--- src/rtl/muxn_pkg.sv ---
// Shared types and constants for the muxn_sync registered channel multiplexer.
package muxn_pkg;

    typedef enum logic {
        RUN = 1'b0,
        GAP = 1'b1
    } muxn_state_e;

    localparam int               CNT_W   = 8;
    localparam logic [CNT_W-1:0] CNT_MAX = 8'hFF;
    localparam int               GAP_W   = 4;

    // Select width: clog2(n), but never narrower than one bit.
    function automatic int sel_width(input int n);
        return (n > 1) ? $clog2(n) : 1;
    endfunction

endpackage

--- src/rtl/muxn_sync_if.sv ---
// Channel, select handshake and status bundle of muxn_sync.
interface muxn_sync_if #(
    parameter int N = 4,
    parameter int W = 8
) ();
    localparam int SW = muxn_pkg::sel_width(N);

    logic [N*W-1:0]             in_data;
    logic [SW-1:0]              sel_req;
    logic                       sel_valid;
    logic                       sel_ready;
    logic [W-1:0]               out_data;
    logic                       out_valid;
    logic [SW-1:0]              cur_sel;
    logic [muxn_pkg::CNT_W-1:0] switch_cnt;
    logic                       sel_err;
    logic                       trig_out;
    logic [3:0]                 dbg_data;

    modport master (
        output in_data, sel_req, sel_valid,
        input  sel_ready, out_data, out_valid, cur_sel, switch_cnt, sel_err,
               trig_out, dbg_data
    );

    modport slave (
        input  in_data, sel_req, sel_valid,
        output sel_ready, out_data, out_valid, cur_sel, switch_cnt, sel_err,
               trig_out, dbg_data
    );
endinterface

--- src/rtl/muxn_gap_ctrl.sv ---
// Select handshake, break-before-make gap timer and switch statistics.
// MUXN_SYNC_TRIG_EN enables the registered trig_out pulse and dbg_data nibble.
//
// state | meaning
// RUN   | output follows cur_sel, select requests accepted
// GAP   | channel switch in progress, output forced invalid
module muxn_gap_ctrl
    import muxn_pkg::*;
#(
    parameter int N           = 4,
    parameter int DEAD_CYCLES = 2,
    parameter int RESET_SEL   = 0,
    parameter int SW          = sel_width(N)
) (
    input  logic             clk,
    input  logic             rst_n,
    input  logic [SW-1:0]    sel_req,
    input  logic             sel_valid,
    output logic             sel_ready,
    output logic [SW-1:0]    cur_sel,
    output logic [CNT_W-1:0] switch_cnt,
    output logic             sel_err,
    output logic             load_en,
    output logic             trig_out,
    output logic [3:0]       dbg_data
);

    localparam logic [GAP_W-1:0] GAP_LOAD = GAP_W'(DEAD_CYCLES - 1);
    localparam logic [SW:0]      N_LIM    = (SW+1)'(N);
    localparam logic [SW-1:0]    SEL_RST  = SW'(RESET_SEL);

    muxn_state_e      state_q, state_d;
    logic [GAP_W-1:0] gap_q, gap_d;
    logic [SW-1:0]    sel_q, sel_d;
    logic [CNT_W-1:0] cnt_q, cnt_d;
    logic             err_q, err_d;
    logic             accept;
    logic             req_bad;

    assign accept  = sel_valid & sel_ready;
    assign req_bad = {1'b0, sel_req} >= N_LIM;

    always_ff @(posedge clk or negedge rst_n) begin
        if (!rst_n) begin
            state_q <= RUN;
            gap_q   <= '0;
            sel_q   <= SEL_RST;
            cnt_q   <= '0;
            err_q   <= 1'b0;
        end else begin
            state_q <= state_d;
            gap_q   <= gap_d;
            sel_q   <= sel_d;
            cnt_q   <= cnt_d;
            err_q   <= err_d;
        end
    end

    always_comb begin
        state_d = state_q;
        gap_d   = gap_q;
        sel_d   = sel_q;
        cnt_d   = cnt_q;
        err_d   = err_q;
        case (state_q)
            RUN: begin
                if (accept) begin
                    // Bad and same-channel requests are consumed without a gap.
                    if (req_bad) begin
                        err_d = 1'b1;
                    end else if (sel_req != sel_q) begin
                        sel_d   = sel_req;
                        state_d = GAP;
                        gap_d   = GAP_LOAD;
                    end
                end
            end
            GAP: begin
                if (gap_q != '0) begin
                    gap_d = gap_q - 1'b1;
                end else begin
                    state_d = RUN;
                    cnt_d   = (cnt_q == CNT_MAX) ? cnt_q : cnt_q + 1'b1;
                end
            end
            default: state_d = RUN;
        endcase
    end

    always_comb begin
        sel_ready = (state_q == RUN);
        load_en   = (state_d == RUN);
    end

    assign cur_sel    = sel_q;
    assign switch_cnt = cnt_q;
    assign sel_err    = err_q;

`ifdef MUXN_SYNC_TRIG_EN
    logic       trig_q;
    logic [3:0] dbg_q;

    always_ff @(posedge clk or negedge rst_n) begin
        if (!rst_n) begin
            trig_q <= 1'b0;
            dbg_q  <= '0;
        end else begin
            trig_q <= (state_q == GAP) && (state_d == RUN);
            dbg_q  <= {state_d == GAP, 3'(sel_d)};
        end
    end

    assign trig_out = trig_q;
    assign dbg_data = dbg_q;
`else
    assign trig_out = 1'b0;
    assign dbg_data = 4'h0;
`endif

endmodule

--- src/rtl/muxn_sync.sv ---
// N-input, W-bit registered multiplexer with handshaked break-before-make switching.
// Optional debug trigger/nibble outputs are enabled by MUXN_SYNC_TRIG_EN.
module muxn_sync
    import muxn_pkg::*;
#(
    parameter int N           = 4,
    parameter int W           = 8,
    parameter int DEAD_CYCLES = 2,
    parameter int RESET_SEL   = 0
) (
    input  logic        clk,
    input  logic        rst_n,
    muxn_sync_if.slave  bus
);

    localparam int SW = sel_width(N);

    logic [SW-1:0]    cur_sel;
    logic [CNT_W-1:0] switch_cnt;
    logic             sel_ready;
    logic             sel_err;
    logic             load_en;
    logic             trig_out;
    logic [3:0]       dbg_data;
    logic [W-1:0]     sel_data;
    logic [W-1:0]     out_data_q;
    logic             out_valid_q;

    muxn_gap_ctrl #(
        .N           (N),
        .DEAD_CYCLES (DEAD_CYCLES),
        .RESET_SEL   (RESET_SEL),
        .SW          (SW)
    ) u_gap_ctrl (
        .clk        (clk),
        .rst_n      (rst_n),
        .sel_req    (bus.sel_req),
        .sel_valid  (bus.sel_valid),
        .sel_ready  (sel_ready),
        .cur_sel    (cur_sel),
        .switch_cnt (switch_cnt),
        .sel_err    (sel_err),
        .load_en    (load_en),
        .trig_out   (trig_out),
        .dbg_data   (dbg_data)
    );

    // Compare-based pick so select codes beyond N never index past in_data.
    always_comb begin
        sel_data = '0;
        for (int i = 0; i < N; i++) begin
            if (cur_sel == SW'(i)) begin
                sel_data = bus.in_data[i*W +: W];
            end
        end
    end

    always_ff @(posedge clk or negedge rst_n) begin
        if (!rst_n) begin
            out_valid_q <= 1'b0;
            out_data_q  <= '0;
        end else begin
            out_valid_q <= load_en;
            out_data_q  <= load_en ? sel_data : '0;
        end
    end

    assign bus.sel_ready  = sel_ready;
    assign bus.out_data   = out_data_q;
    assign bus.out_valid  = out_valid_q;
    assign bus.cur_sel    = cur_sel;
    assign bus.switch_cnt = switch_cnt;
    assign bus.sel_err    = sel_err;
    assign bus.trig_out   = trig_out;
    assign bus.dbg_data   = dbg_data;

endmodule

--- src/flat_wrapper.sv ---
// flat-port wrapper written by rule: the top's interface ports become plain ports
module muxn_sync_flat import muxn_pkg::*;
#(
    parameter int N           = 4,
    parameter int W           = 8,
    parameter int DEAD_CYCLES = 2,
    parameter int RESET_SEL   = 0
)
  (clk, rst_n, bus_in_data, bus_sel_req, bus_sel_valid, bus_sel_ready, bus_out_data, bus_out_valid, bus_cur_sel, bus_switch_cnt, bus_sel_err, bus_trig_out, bus_dbg_data);
  muxn_sync_if #(.N(N), .W(W)) bus_i ();
  input  logic clk;
  input  logic rst_n;
  input wire logic [$bits(bus_i.in_data)-1:0] bus_in_data;
  input wire logic [$bits(bus_i.sel_req)-1:0] bus_sel_req;
  input wire logic [$bits(bus_i.sel_valid)-1:0] bus_sel_valid;
  output wire logic [$bits(bus_i.sel_ready)-1:0] bus_sel_ready;
  output wire logic [$bits(bus_i.out_data)-1:0] bus_out_data;
  output wire logic [$bits(bus_i.out_valid)-1:0] bus_out_valid;
  output wire logic [$bits(bus_i.cur_sel)-1:0] bus_cur_sel;
  output wire logic [$bits(bus_i.switch_cnt)-1:0] bus_switch_cnt;
  output wire logic [$bits(bus_i.sel_err)-1:0] bus_sel_err;
  output wire logic [$bits(bus_i.trig_out)-1:0] bus_trig_out;
  output wire logic [$bits(bus_i.dbg_data)-1:0] bus_dbg_data;
  assign bus_i.in_data = bus_in_data;
  assign bus_i.sel_req = bus_sel_req;
  assign bus_i.sel_valid = bus_sel_valid;
  assign bus_sel_ready = bus_i.sel_ready;
  assign bus_out_data = bus_i.out_data;
  assign bus_out_valid = bus_i.out_valid;
  assign bus_cur_sel = bus_i.cur_sel;
  assign bus_switch_cnt = bus_i.switch_cnt;
  assign bus_sel_err = bus_i.sel_err;
  assign bus_trig_out = bus_i.trig_out;
  assign bus_dbg_data = bus_i.dbg_data;
  muxn_sync #(.N(N), .W(W), .DEAD_CYCLES(DEAD_CYCLES), .RESET_SEL(RESET_SEL)) u_core (.clk(clk), .rst_n(rst_n), .bus(bus_i));
endmodule
--- config.mk ---
export PLATFORM = sky130hd
export DESIGN_NAME = muxn_sync_flat
export DESIGN_NICKNAME = d
export VERILOG_FILES = /design/src/rtl/muxn_pkg.sv /design/src/rtl/muxn_sync_if.sv /design/src/rtl/muxn_gap_ctrl.sv /design/src/rtl/muxn_sync.sv /design/src/flat_wrapper.sv
export SDC_FILE = /design/constraint.sdc
export NUM_CORES = 1
export LEC_CHECK = 0
export ABC_CLOCK_PERIOD_IN_PS = 1500
export BUFFER_PORTS_ARGS = -buffer_cell sky130_fd_sc_hd__buf_2
export CORE_MARGIN = 2
export CORE_UTILIZATION = 43
export CTS_BUF_LIST = sky130_fd_sc_hd__clkbuf_8
export CTS_CLUSTER_DIAMETER = 150
export CTS_CLUSTER_SIZE = 16
export DETAILED_ROUTE_END_ITERATION = 8
export HOLD_SLACK_MARGIN = 0.1
export PLACE_DENSITY = 0.77
export SLEW_MARGIN = 0
export SYNTH_ARGS = -nofsm -noshare
export SYNTH_HDL_FRONTEND = slang
export SYNTH_SLANG_ARGS = --single-unit
--- constraint.sdc ---
create_clock -name clk -period 1.5 [get_ports clk]
set_input_delay 0.3 -clock clk [delete_from_list [all_inputs] [get_ports clk]]
set_output_delay 0.3 -clock clk [all_outputs]
set_load 0.05 [all_outputs]
# Yosys cells after proc, flatten, opt, wreduce, memory -nomap -nowiden
# Cells that the tools add are included.
[word_totals] register_bits=24 inputBits=37 out_inout_bits=26 wordCells=39
[op_classes] add_sub_neg=2 eq_ne=8 n_mux=13 bitwise=5 n_reduce_logical=5
[ops] op="2-to-1 mux 8 bit" n=5
[ops] op="2-to-1 mux 4 bit" n=3
[ops] op="AND reduction 3 bit" n=3
[ops] op="adder 8 x 1 -> 8 bit, second input constant" n=1
[ops] op="== test 8 bit, second input constant" n=1
[ops] op="one-hot mux 4 bit (2 select lines)" n=1
[ops] op="inequality test 2 x 1 -> 1 bit, second input constant" n=3
[ops] op="== test 2 bit, second input constant" n=2
[ops] op="NOT 1 bit" n=4
[ops] op="nonzero test 4 bit" n=1
[ops] op="subtractor 4 x 1 -> 4 bit, second input constant" n=1
[ops] op="2-to-1 mux 1 bit" n=3
[ops] op="== test 2 x 1 -> 1 bit, second input constant" n=1
[ops] op="zero test 2 bit" n=1
[ops] op="inequality test 2 bit" n=1
[ops] op="one-hot mux 1 bit (2 select lines)" n=1
[ops] op="bitwise AND 1 bit" n=1

# Depth between registers and ports, before layout
# Gate-level depths: netlist of run 1.
[depth] ltp_word=6 ltp_mapped=6 depth_no_buf=5

# By module
# A second synthesis of run 1 with hierarchy kept.
[hier_totals] cells_unflattened=118 hier_area_um2=1382.6
[modules_own_cells] module="muxn_gap_ctrl" instances=1 cells_per_inst=80 area_per_inst_um2=902.1 seq_area_each_um2=375.4
[modules_own_cells] module="muxn_sync" instances=1 cells_per_inst=38 area_per_inst_um2=480.5 seq_area_each_um2=225.2

# Worst setup path after synthesis of run 1
# Ideal clock, no wire load.
[synth_path] path_type="reg-to-reg" from="reg u_core.u_gap_ctrl.sel_q[0] (netlist: u_core.u_gap_ctrl.cur_sel[0])" to="reg u_core.out_data_q[0] (netlist: u_core.bus.out_data[0])" setup_ps=123 t_arrival_ps=1529 required_time_ps=1377 slack_ps=-151 stages_incl_launch_ff=4 n_path_buf=1 period_less_slack_ps=1651 cell_sequence="dfrtp_1 buf_4 mux4_2 nor3b_1"
[synth_via] elab_chain_len=6 word_cells_on_any_way=13 classes_between="eq/ne (4); mux (8); reduce/logical (1)"
[synth_rtl] item="from (decl)" line_no="muxn_gap_ctrl.sv:34" source="logic [SW-1:0] sel_q, sel_d;"
[synth_rtl] item="from (signal assigned)" line_no="muxn_gap_ctrl.sv:53" source="sel_q <= sel_d;"
[synth_rtl] item="zero test 2 bit" line_no="muxn_sync.sv:52" source="if (cur_sel == SW'(i)) begin"
[synth_rtl] item="2-to-1 mux 8 bit (4 in a row)" line_no="muxn_sync.sv:52"
[synth_rtl] item="2-to-1 mux 8 bit (*)" line_no="muxn_sync.sv:64" source="out_data_q <= load_en ? sel_data : '0;"
[synth_rtl] item="to (signal assigned)" line_no="muxn_sync.sv:64"
[synth_rtl] item="to (decl)" line_no="muxn_sync.sv:26" source="logic [W-1:0] out_data_q;"
# Mark *: on every way between the ends. The rest lies on a longest branch, timed or not.
# A chain may end at the register's enable or synchronous reset.

# Worst setup path in the final report of run 1
[layout_path] from="reg u_core.u_gap_ctrl.gap_q[0]" to="reg u_core.u_gap_ctrl.gap_q[1]"
[layout_via] elab_chain_len=3 word_cells_on_any_way=6 classes_between="add/sub (1); eq/ne (1); mux (2); reduce/logical (2)"
[layout_rtl] item="from (decl)" line_no="muxn_gap_ctrl.sv:33" source="logic [GAP_W-1:0] gap_q, gap_d;"
[layout_rtl] item="from (signal assigned)" line_no="muxn_gap_ctrl.sv:52" source="gap_q <= gap_d;"
[layout_rtl] item="subtractor 4 x 1 -> 4 bit or nonzero test 4 bit (tied branches)" line_no="muxn_gap_ctrl.sv:80, muxn_gap_ctrl.sv:79"
[layout_rtl] item="2-to-1 mux 4 bit or inequality test 2 x 1 -> 1 bit (tied branches)"
[layout_rtl] item="one-hot mux 4 bit (2 select lines) or AND reduction 3 bit (tied branches)"
# Parallel ways exist; a longest one is shown, timed or not. The select of a mux whose other input is x is not followed.

==> impl_metrics.tcl, run 1 <==
set metrics [dict create \
    clk_root_buffer_cell "clkbuf_8" \
    die-area_sq_um 3632 \
    worstMarginPinSlew_ns 0.5302 \
    hpwl_um 2276 \
    setup-violations-final 6 \
    synth_area_leaders "dfrtp_1 44%, mux4_2 13%, nor3b_1 4.4%" \
    ys_seq_area_share_pct 44.12 \
    grt_max_degree 25 \
    yosys_register_bits 24 \
    globalRouteOverflowTotal 0 \
    die_width_um 60.27 \
    final_hold_violating_endpoints 0 \
    synth_compound_area_share_pct 8.732 \
    postLayoutSetupSlackWorst_ns -0.03315 \
    post-route-min-period_ns 1.533 \
    detailed_route_drc_error_count 0 \
    worst_skew_pair.late_latency_ns 0.26 \
    maximum_ir_drop_on_the_vdd_rail_uv 1317 \
    io_buffers 56 \
    netlist_area_sq_um 1361 \
    slowest_delay_ns 0.42 \
    pin_count 63 \
    synth_top_cell_by_area "dfrtp_1" \
    post_layout_nonfiller_instances 225 \
    grt_antenna_before_repair 0 \
    cp.required_ns 1.68 \
    detail_route.vias_per_cell 5.244 \
    combinationalPowerShare_pct 58.5 \
    final_nets 222 \
    grt_pass1_vias 1171 \
    timing.max_cap.violations 0 \
    die-height_um 60.27 \
    synth_top_family_by_area "multiplexers" \
    data_arrival_time_at_the_worst_slack_endpoint_ns 1.71 \
    grt_setup_unrepaired "yes" \
    syn_area_per_cell_sq_um 12.05 \
    max_clock_freq_ghz 0.6523 \
    rows 20 \
    final-max-slew-violation-count 0 \
    clock_tree.buffer_depth 2 \
    area_growth_synth_to_finish_pct 41.54 \
    global_route_wire_length_before_repair_um 5030 \
    cts.sink_count 24 \
    core_area_sq_um 3028 \
    end_kind "flip-flop" \
    synth-adder-area-share_pct 2.757 \
    timing.hold.worst.class "in -> reg" \
    post_route_cells_drive_above_1_share_pct 62.43 \
    drt_iter0_markers 53 \
    synth_largest_type_area_fraction_pct 44.12 \
    post-route-period-util_pct 102.2 \
    drt_first_pass_iters 4 \
    synth_edf_count 0 \
    antenna_violating_nets_post_route 0 \
    ys_dominant_reg_cell "dfrtp_1" \
    finalWeightedCongestion 0.9124 \
    internal_power_mw 2.336 \
    critical_path_fanout_max 7 \
    cpMaxStageDelayCell "or3b_4" \
    timing.setup.critical_path_class "reg -> reg" \
    yosys.area_share.simple_pct 16.64 \
    netlist_instances 113 \
    hold_slack_ns 0.2937 \
    normalized_max_slew_margin_pct 64.66 \
    cts-buffers-inserted 3 \
    worst_setup_path_start_kind "flip-flop" \
    failed_checks "negative setup slack" \
    xor_xnor_portion_of_the_synthesized_cell_area_pct 3.217 \
    fin_worst_skew_ns 0.001111 \
    postSynth.asyncResetShare_pct 100.0 \
    initial_standard_cell_utilization_of_the_core_pct 44.96 \
    cts_tree "done" \
    most_common_cell_after_layout_fill_and_taps_aside "buf_2" \
    leakagePower_nw 0.8926 \
    antenna_cells 0 \
    detailroute.via_count 1180 \
    cts_h_tree_depth 1 \
    synthesis.yosys.warnings 0 \
    dpl_worst_slack_ns -0.05453 \
    final_cell_mix "55 x buf_2, 13 x dfrtp_1, 12 x buf_4, 10 x dfrtp_2, 8 x mux4_2" \
    post_drt_wl_per_cell_um 14.44 \
    power.share.clock_pct 13.1 \
    power.switching_fraction_pct 44.98 \
    totalWireLength_um 3250 \
    result_of_the_run "finished, violations left" \
    seqPwrFrac_pct 28.3 \
    post_synth_mux_area_share_pct 17.37 \
    clk_pin_slew_worst_paths_ns 0.08 \
    synth_cell_type_count 36 \
    grtUsageTotal_pct 18.47 \
    power-per-cell-area_nw_per_um2 2204 \
    placed_cells 216 \
    worst_path_cell_chain "inv_2 > ha_4 > or3b_4 > and2_4 > o31ai_2" \
    p_switching_mw 1.910 \
]
==> what timing repair did <==
item / in CTS / in global routing
hold endpoints to repair: 24 / 0
hold buffers: 1 / 0
endpoints found under the setup margin: 14 / 17
setup buffers: 0 / 3
pin swaps: 0 / 6
gates cloned: 0 / 1
resized for setup: 6 / 12
==> worst max-delay path, delay by kind of cell, from the launching register on <==
family / cells / cell delay (ns)
and+or+nand+nor: 2 / 0.60
DFF: 1 / 0.40
buffers and inverters: 1 / 0.09
AOI/OAI and AO/OA: 1 / 0.20
adders and majority gates: 1 / 0.15
==> per-stage QoR <==
| step | power, mW | util (%) | setup TNS, ns | area [sq um] |
|---|---|---|---|---|
| floorplan | 2.872 | - | -0.5455 | 1400 |
| global placement | 3.305 | 56.86 | 0 | 1722 |
| finish | 4.246 | 63.64 | -0.1275 | 1927 |
| global route | 4.501 | 63.64 | -0.5484 | 1927 |
| CTS | 4.033 | 60.70 | -0.2114 | 1838 |
| detailed placement | 3.371 | 56.86 | -0.4386 | 1722 |
==> cell usage after synthesis, drive strengths merged, types with 3 or more instances <==
library cell  instances
a21oi                 6
buf                  11
dfrtp                24
ha                    3
inv                   4
mux2                  5
mux4                  8
nand2                 4
nand4                 4
nor3b                 8
o21ai                 3
xnor2                 4
==> state kept, by name (all words and copies together) (netlist names) <==
register and flops:
u_core.u_gap_ctrl.state_q 1, u_core.u_gap_ctrl.cur_sel 2, u_core.u_gap_ctrl.gap_q 4, u_core.bus.out_data 8, u_core.bus.out_valid 1, u_core.u_gap_ctrl.switch_cnt 8
==> power groups by stage <==
stage               Combinational, mW  Clock, mW  Sequential [mW]
global placement                 2.12          0             1.18
CTS                              2.26      0.570             1.21
global route                     2.66      0.595             1.25
detailed placement               2.17          0             1.20
floorplan                        1.19          0             1.69
finish                           2.48      0.558             1.20
==> layer usage <==
metal | track usage (%) | part of all wire, % | routed length, um
met1 | 20.42 | 36 | 1161
met3 | 5.195 | 7.2 | 233
met4 | 3.492 | 1.3 | 43
met2 | 34.94 | 56 | 1811
met5 | 0 | 0 | 0
==> cell type report <==
class,instances,area [sq um]
clock buffer,3,41.29
clock inverter,1,30.03
fill,244,1101
inverter,4,15.01
multi-input combinational,80,782.0
sequential,24,616.8
tap,44,55.05
timing repair buffer,69,386.6
==> kinds of logic (layout without fill, tap and decap cells) <==
group	count (synthesis)	after routing
multiplexers	13	13
other	1	6
flip-flops	24	24
XOR/XNOR	5	5
AO/OA/AOI/OAI	18	18
buffers and inverters	15	77
AND/OR/NAND/NOR	34	35
adder cells (fa/ha/maj)	3	3
==> final timing paths <==
path | slack (ns) | start | to | cells after the start
min in group asynchronous | 0.55 | rst_n | u_core.u_gap_ctrl.switch_cnt[3]$_DFFE_PN0P_ | 2
max reg2reg | -0.03 | u_core.u_gap_ctrl.gap_q[0]$_DFFE_PN0P_ | u_core.u_gap_ctrl.gap_q[1]$_DFFE_PN0P_ | 5
max in group asynchronous | 0.55 | rst_n | u_core.u_gap_ctrl.cur_sel[0]$_DFFE_PN0P_ | 2
max | -0.03 | u_core.u_gap_ctrl.gap_q[0]$_DFFE_PN0P_ | u_core.u_gap_ctrl.gap_q[1]$_DFFE_PN0P_ | 5
min | 0.29 | bus_sel_req[0] | u_core.u_gap_ctrl.cur_sel[0]$_DFFE_PN0P_ | 2
min reg2reg | 0.51 | u_core.u_gap_ctrl.switch_cnt[2]$_DFFE_PN0P_ | u_core.u_gap_ctrl.switch_cnt[2]$_DFFE_PN0P_ | 1
No activity file was read; power rests on OpenSTA's default activity.
==> inputs of run 2 (changes only) <==
==> constraint.sdc (replaced) <==
create_clock -name clk -period 1.5 [get_ports clk]
set_input_delay 0.225 -clock clk [delete_from_list [all_inputs] [get_ports clk]]
set_output_delay 0.225 -clock clk [all_outputs]
set_load 0.05 [all_outputs]
==> impl_metrics.tcl, run 2 (synthesized netlist as in run 1, its figures left out) <==
set metrics [dict create \
    setup-violations-final 4 \
    hold-path-endpoint "u_core.u_gap_ctrl.cur_sel[0]$_DFFE_PN0P_" \
    timing.max_cap.violations 0 \
    grt_antenna_before_repair 0 \
    result_of_the_run "finished, violations left" \
    die-height_um 60.27 \
    maximum_ir_drop_on_the_vdd_rail_uv 1071 \
    detailroute.via_count 1190 \
    area.sequential_sq_um 613.1 \
    finalInstanceArea_sq_um 1917 \
    end_kind "flip-flop" \
    drt_iter0_markers 61 \
    finalWeightedCongestion 0.9063 \
    cts-buffers-inserted 3 \
    power-per-cell-area_nw_per_um2 2178 \
    clock_tree.buffer_depth 2 \
    worst_skew_pair.late_latency_ns 0.27 \
    grt_pass1_vias 1200 \
    antenna_cells 0 \
    final_cell_mix "55 x buf_2, 14 x buf_4, 14 x dfrtp_1, 10 x dfrtp_2, 8 x mux4_2" \
    post-route-min-period_ns 1.559 \
    worst_setup_path_start_kind "flip-flop" \
    worst_r2r_path_depth 5 \
    critical_path_fanout_max 6 \
    fin_worst_skew_ns 0.001607 \
    placed_cells 216 \
    normalized_max_slew_margin_pct 64.74 \
    detailed_route_drc_error_count 0 \
    final-max-slew-violation-count 0 \
    post-route-period-util_pct 103.9 \
    core_area_sq_um 3028 \
    post_drt_wl_per_cell_um 14.46 \
    most_common_cell_after_layout_fill_and_taps_aside "buf_2" \
    timing.setup.critical_path_class "reg -> reg" \
    hold_path_startpoint "bus_sel_req[0]" \
    cts_h_tree_depth 1 \
    worstMarginPinSlew_ns 0.5289 \
    globalRouteOverflowTotal 0 \
    pin_count 63 \
    drt_first_pass_iters 4 \
    antenna_violating_nets_post_route 0 \
    post_route_cells_drive_above_1_share_pct 63.19 \
    grt_max_degree 25 \
    hold_slack_ns 0.2123 \
    clk_pin_slew_worst_paths_ns 0.08 \
    hpwl_um 2317 \
    whs_path_depth 2 \
    cts.sink_count 24 \
    p_total_mw 4.175 \
    global_route_wire_length_before_repair_um 5112 \
    totalWireLength_um 3267 \
    timing.hold.worst.class "in -> reg" \
    grtUsageTotal_pct 19.27 \
    data_arrival_time_at_the_worst_slack_endpoint_ns 1.74 \
    final_hold_violating_endpoints 0 \
    postLayoutSetupSlackWorst_ns -0.05890 \
    die_width_um 60.27 \
    placed_area_sq_um 1722 \
    area_growth_synth_to_finish_pct 40.81 \
    cp.required_ns 1.68 \
    io_buffers 56 \
    failed_checks "negative setup slack" \
    initial_standard_cell_utilization_of_the_core_pct 44.96 \
    grt_setup_unrepaired "yes" \
    r2r_slack_ns -0.06 \
    cts_tree "done" \
    n_fill_cell 244 \
    max_clock_freq_ghz 0.6415 \
    die-area_sq_um 3632 \
    leakagePower_nw 0.8942 \
    critical_path.reg2reg.endpoint "u_core.u_gap_ctrl.gap_q[1]$_DFFE_PN0P_" \
    startpoint_of_the_worst_register_to_register_path "u_core.u_gap_ctrl.gap_q[1]$_DFFE_PN0P_" \
    clk_root_buffer_cell "clkbuf_8" \
    final_util_pct 63.31 \
    area_of_combinational_cells_with_multiple_inputs_sq_um 788.3 \
    detail_route.vias_per_cell 5.265 \
    post_layout_nonfiller_instances 226 \
    final_nets 223 \
    rows 20 \
]
## run 2: changes by cell type in the layout (fill, tap and decap cells not counted), sizes merged
| cell | delta |
|---|---|
| buf | +1 |
| bufinv | -1 |
| clkbuf | +1 |
## run 2: area by class of cell
cell class / instances / area share (%)
well taps: 44 / 2.872
inverters: 4 / 0.7833
flip-flops and latches: 24 / 31.98
multi-input cells: 80 / 41.12
repair buffers: 70 / 20.37
clock buffers: 4 / 2.872
## run 2: worst max path at each step
stage                                           startpoint                                      to  slack (ns)  cells after the start
detailed placement  u_core.u_gap_ctrl.gap_q[0]$_DFFE_PN0P_  u_core.u_gap_ctrl.gap_q[1]$_DFFE_PN0P_       -0.07                      5
global placement    u_core.u_gap_ctrl.gap_q[0]$_DFFE_PN0P_  u_core.u_gap_ctrl.gap_q[1]$_DFFE_PN0P_       0.008                      5
CTS                 u_core.u_gap_ctrl.gap_q[1]$_DFFE_PN0P_  u_core.u_gap_ctrl.gap_q[1]$_DFFE_PN0P_       -0.04                      5
floorplan           u_core.u_gap_ctrl.gap_q[0]$_DFFE_PN0P_  u_core.u_gap_ctrl.gap_q[1]$_DFFE_PN0P_       -0.08                      6
finish              u_core.u_gap_ctrl.gap_q[1]$_DFFE_PN0P_  u_core.u_gap_ctrl.gap_q[1]$_DFFE_PN0P_       -0.06                      5
global route        u_core.u_gap_ctrl.gap_q[1]$_DFFE_PN0P_  u_core.u_gap_ctrl.gap_q[1]$_DFFE_PN0P_       -0.10                      5
## run 2: per-layer routing
metal / wire, um / up-vias / GRT usage (%)
met5: 0 / - / 0
li1: - / 548 / -
met1: 1209 / 574 / 20.94
met3: 227 / 6 / 3.030
met2: 1773 / 62 / 37.11
met4: 57 / 0 / 6.667
## run 2: worst max-delay path, stage by stage (launching register included)
cell and delay, ns:
dfrtp_1 0.41, inv_2 0.09, ha_4 0.15, or3b_4 0.41, and2_4 0.19, o31ai_4 0.22
## run 2: power by group
group,total (mW),switching [mW],internal (mW)
logic,2.53,1.44,1.08
registers,1.20,0.297,0.906
clock network,0.442,0.208,0.235
total,4.17,1.95,2.23
## run 2: stage by stage
step | setup WS [ns] | setup TNS [ns]
2_1_floorplan | -0.08028 | -0.5455
3_3_place_gp | 0.007801 | 0
3_5_place_dp | -0.06879 | -0.4750
4_1_cts | -0.04298 | -0.09799
5_1_grt | -0.1008 | -0.5426
6_report | -0.05890 | -0.1105
## run 2: repair_timing
item | in CTS | in global routing
endpoints found under the setup margin | 13 | 16
pin swaps | 1 | 7
setup buffers | 3 | 1
cloned | 1 | 0
hold buffers | 1 | 0
gates resized for setup | 10 | 8
hold endpoints to repair | 24 | 0
==> inputs of run 3 (changes only) <==
Settings changed: ABC_AREA set to 1, CORE_UTILIZATION 43 to 45, PLACE_DENSITY 0.77 to 0.79.
==> impl_metrics.tcl, run 3 <==
set metrics [dict create \
    placed_cells 302 \
    antenna_cells 0 \
    whs_path_depth 3 \
    io_buffers 56 \
    final_cell_mix "69 x nand2_1, 56 x buf_2, 21 x dfrtp_1, 18 x inv_1, 16 x nand3_1" \
    final_nets 304 \
    rows 20 \
    drt_first_pass_iters 4 \
    most_common_cell_after_layout_fill_and_taps_aside "nand2_1" \
    max_clock_freq_ghz 0.7316 \
    final_hold_violating_endpoints 0 \
    startpoint_of_the_worst_register_to_register_path "u_core.u_gap_ctrl.gap_q[0]$_DFFE_PN0P_" \
    detailed_route_drc_error_count 0 \
    cpMaxStageDelayCell "dfrtp_2" \
    power.switching_fraction_pct 53.16 \
    critical_path_fanout_max 8 \
    ys_dominant_reg_cell "dfrtp_1" \
    power-per-cell-area_nw_per_um2 1966 \
    detail_route.vias_per_cell 4.674 \
    postSynth.asyncResetShare_pct 100.0 \
    synth_edf_count 0 \
    yosys_register_bits 24 \
    grt_antenna_before_repair 0 \
    post_route_cells_drive_above_1_share_pct 31.56 \
    critical_path.reg2reg.endpoint "u_core.u_gap_ctrl.switch_cnt[2]$_DFFE_PN0P_" \
    hpwl_um 2411 \
    clk_pin_slew_worst_paths_ns 0.08 \
    totalWireLength_um 3133 \
    global_route_wire_length_before_repair_um 5451 \
    pin_count 63 \
    worst_r2r_path_depth 6 \
    normalized_max_slew_margin_pct 65.06 \
    maximum_ir_drop_on_the_vdd_rail_uv 943.1 \
    cts_h_tree_depth 1 \
    grtUsageTotal_pct 19.21 \
    hold_path_startpoint "bus_sel_req[1]" \
    combinationalPowerShare_pct 59.1 \
    seqPwrFrac_pct 30.3 \
    clk_root_buffer_cell "clkbuf_8" \
    dpl_worst_slack_ns 0.05217 \
    synth_top_cell_by_area "dfrtp_1" \
    fin_worst_skew_ns 0.001001 \
    hold-path-endpoint "u_core.u_gap_ctrl.cur_sel[1]$_DFFE_PN0P_" \
    synthesis.yosys.warnings 0 \
    setup-violations-final 0 \
    grt_max_degree 25 \
    area_growth_synth_to_finish_pct 24.52 \
    cts_tree "done" \
    die-height_um 61.74 \
    worst_path_cell_chain "buf_4 > buf_2" \
    postLayoutSetupSlackWorst_ns 0.1331 \
    r2r_slack_ns 0.17 \
    synth_area_leaders "dfrtp_1 40%, nand2_1 17%, nand3_1 5.7%" \
    grt_pass1_vias 1330 \
    post_layout_nonfiller_instances 307 \
    worst_setup_path_start_kind "flip-flop" \
    p_total_mw 3.672 \
    netlist_instances 205 \
    worst_skew_pair.late_latency_ns 0.27 \
    end_kind "primary output" \
    antenna_violating_nets_post_route 0 \
    finalSetupTns_ns 0 \
    grt_setup_unrepaired "no" \
    cts-buffers-inserted 3 \
    cp.required_ns 1.27 \
    detailroute.via_count 1435 \
    data_arrival_time_at_the_worst_slack_endpoint_ns 1.14 \
    leakagePower_nw 1.080 \
    timing.critical_path.depth 2 \
    post-route-min-period_ns 1.367 \
    synth_cell_type_count 26 \
    worstMarginPinSlew_ns 0.5241 \
    finalWeightedCongestion 0.8034 \
    timing.setup.critical_path_class "reg -> out" \
    ys_seq_area_share_pct 40.03 \
    netlist_area_sq_um 1500 \
    power.share.clock_pct 10.6 \
    die-area_sq_um 3812 \
    p_switching_mw 1.952 \
    final-max-slew-violation-count 0 \
    core_area_sq_um 3103 \
    synth_largest_type_area_fraction_pct 40.03 \
    globalRouteOverflowTotal 0 \
    post-route-period-util_pct 91.13 \
    cts.sink_count 24 \
    drt_iter0_markers 50 \
    yosys-top-cells-count "69 x nand2_1, 24 x dfrtp_1, 17 x inv_1, 17 x nand3_1, 14 x nor2_1" \
    syn_area_per_cell_sq_um 7.318 \
    post_drt_wl_per_cell_um 10.21 \
    slowest_delay_ns 0.45 \
    die_width_um 61.74 \
    timing.hold.worst.class "in -> reg" \
    synthMostInstantiatedCell "nand2_1" \
    initial_standard_cell_utilization_of_the_core_pct 48.35 \
    worstPathBufferInverterCount 2 \
    internal_power_mw 1.720 \
    timing.max_cap.violations 0 \
    crit_family "flip-flops" \
    result_of_the_run "completed" \
    clock_tree.buffer_depth 2 \
]
run 3: changes by cell type after synthesis, moves of 7 or more:
cell | before | now
nand2_1 | 4 | 69
nand3_1 | 1 | 17
inv_1 | 4 | 17
nor2_1 | 1 | 14
mux4_2 | 8 | 0
nor3b_1 | 8 | 0
o21ai_0 | 3 | 10
or2_2 | 0 | 7
run 3: tightest hold or removal path, cell delays in order:
cell and delay, ns:
buf_2 0.09, nand2_1 0.05, o21ai_0 0.06
run 3: worst max path at each step:
stage / start / end / slack, ns
after floorplan: u_core.u_gap_ctrl.cur_sel[1]$_DFFE_PN0P_ / u_core.bus.out_data[0]$_DFF_PN0_ / 0.02
after global placement: u_core.u_gap_ctrl.switch_cnt[0]$_DFFE_PN0P_ / u_core.u_gap_ctrl.switch_cnt[1]$_DFFE_PN0P_ / 0.11
after detailed placement: u_core.u_gap_ctrl.switch_cnt[0]$_DFFE_PN0P_ / u_core.u_gap_ctrl.switch_cnt[4]$_DFFE_PN0P_ / 0.05
after CTS: u_core.u_gap_ctrl.switch_cnt[0]$_DFFE_PN0P_ / u_core.u_gap_ctrl.switch_cnt[4]$_DFFE_PN0P_ / 0.04
after global routing: u_core.u_gap_ctrl.gap_q[0]$_DFFE_PN0P_ / u_core.u_gap_ctrl.switch_cnt[5]$_DFFE_PN0P_ / 0.007
final: u_core.u_gap_ctrl.cur_sel[1]$_DFFE_PN0P_ / bus_cur_sel[1] / 0.13
run 3: cell families after synthesis:
| kind of cell | synth area share, % |
|---|---|
| AOI/OAI and AO/OA | 6.756 |
| xor gates and xnor gates | 2.919 |
| adders and majority gates | 2.502 |
| buffers and inverters | 10.59 |
| DFF | 40.03 |
| other | 0.2500 |
| and+or+nand+nor | 36.95 |
run 3: layer usage:
metal / share of wire (%) / global-route usage (%)
met1: 43 / 23.58
met2: 48 / 33.53
met3: 7.7 / 4.762
met4: 1.1 / 5.471
met5: 0 / 0
run 3: repair_timing:
| item | CTS | global route |
|---|---|---|
| hold buffers | 1 | 0 |
| resized for setup | 0 | 5 |
| buffers inserted | 0 | 0 |
| endpoints found under the hold margin | 24 | 0 |
| endpoints found under the setup margin | 0 | 10 |
run 3: layout make-up:
type,count,area (sq um)
Clock inverter,1,3.754
Inverter,21,81.33
Tap cell,44,55.05
Clock buffer,3,41.29
Timing Repair Buffer,59,305.3
Multi-Input combinational cell,155,777.0
Sequential cell,24,604.3
Fill cell,297,1235
run 3: stage by stage:
step | hold WS (ns) | instance area, sq um | utilization [%]
CTS | 0.1892 | 1847 | 59.52
finish | 0.1911 | 1868 | 60.20
floorplan | -0.07059 | 1521 | -
detailed placement | 0.2365 | 1792 | 57.74
global placement | 0.2250 | 1792 | 57.74
global route | 0.1961 | 1868 | 60.20
run 3: power by group through the flow:
stage | Clock (mW) | Combinational [mW] | Sequential [mW]
after detailed placement | 0 | 2.18 | 1.11
final | 0.390 | 2.17 | 1.11
after global routing | 0.409 | 2.47 | 1.15
after floorplan | 0 | 1.24 | 1.63
after global placement | 0 | 2.15 | 1.10
after CTS | 0.394 | 2.18 | 1.10
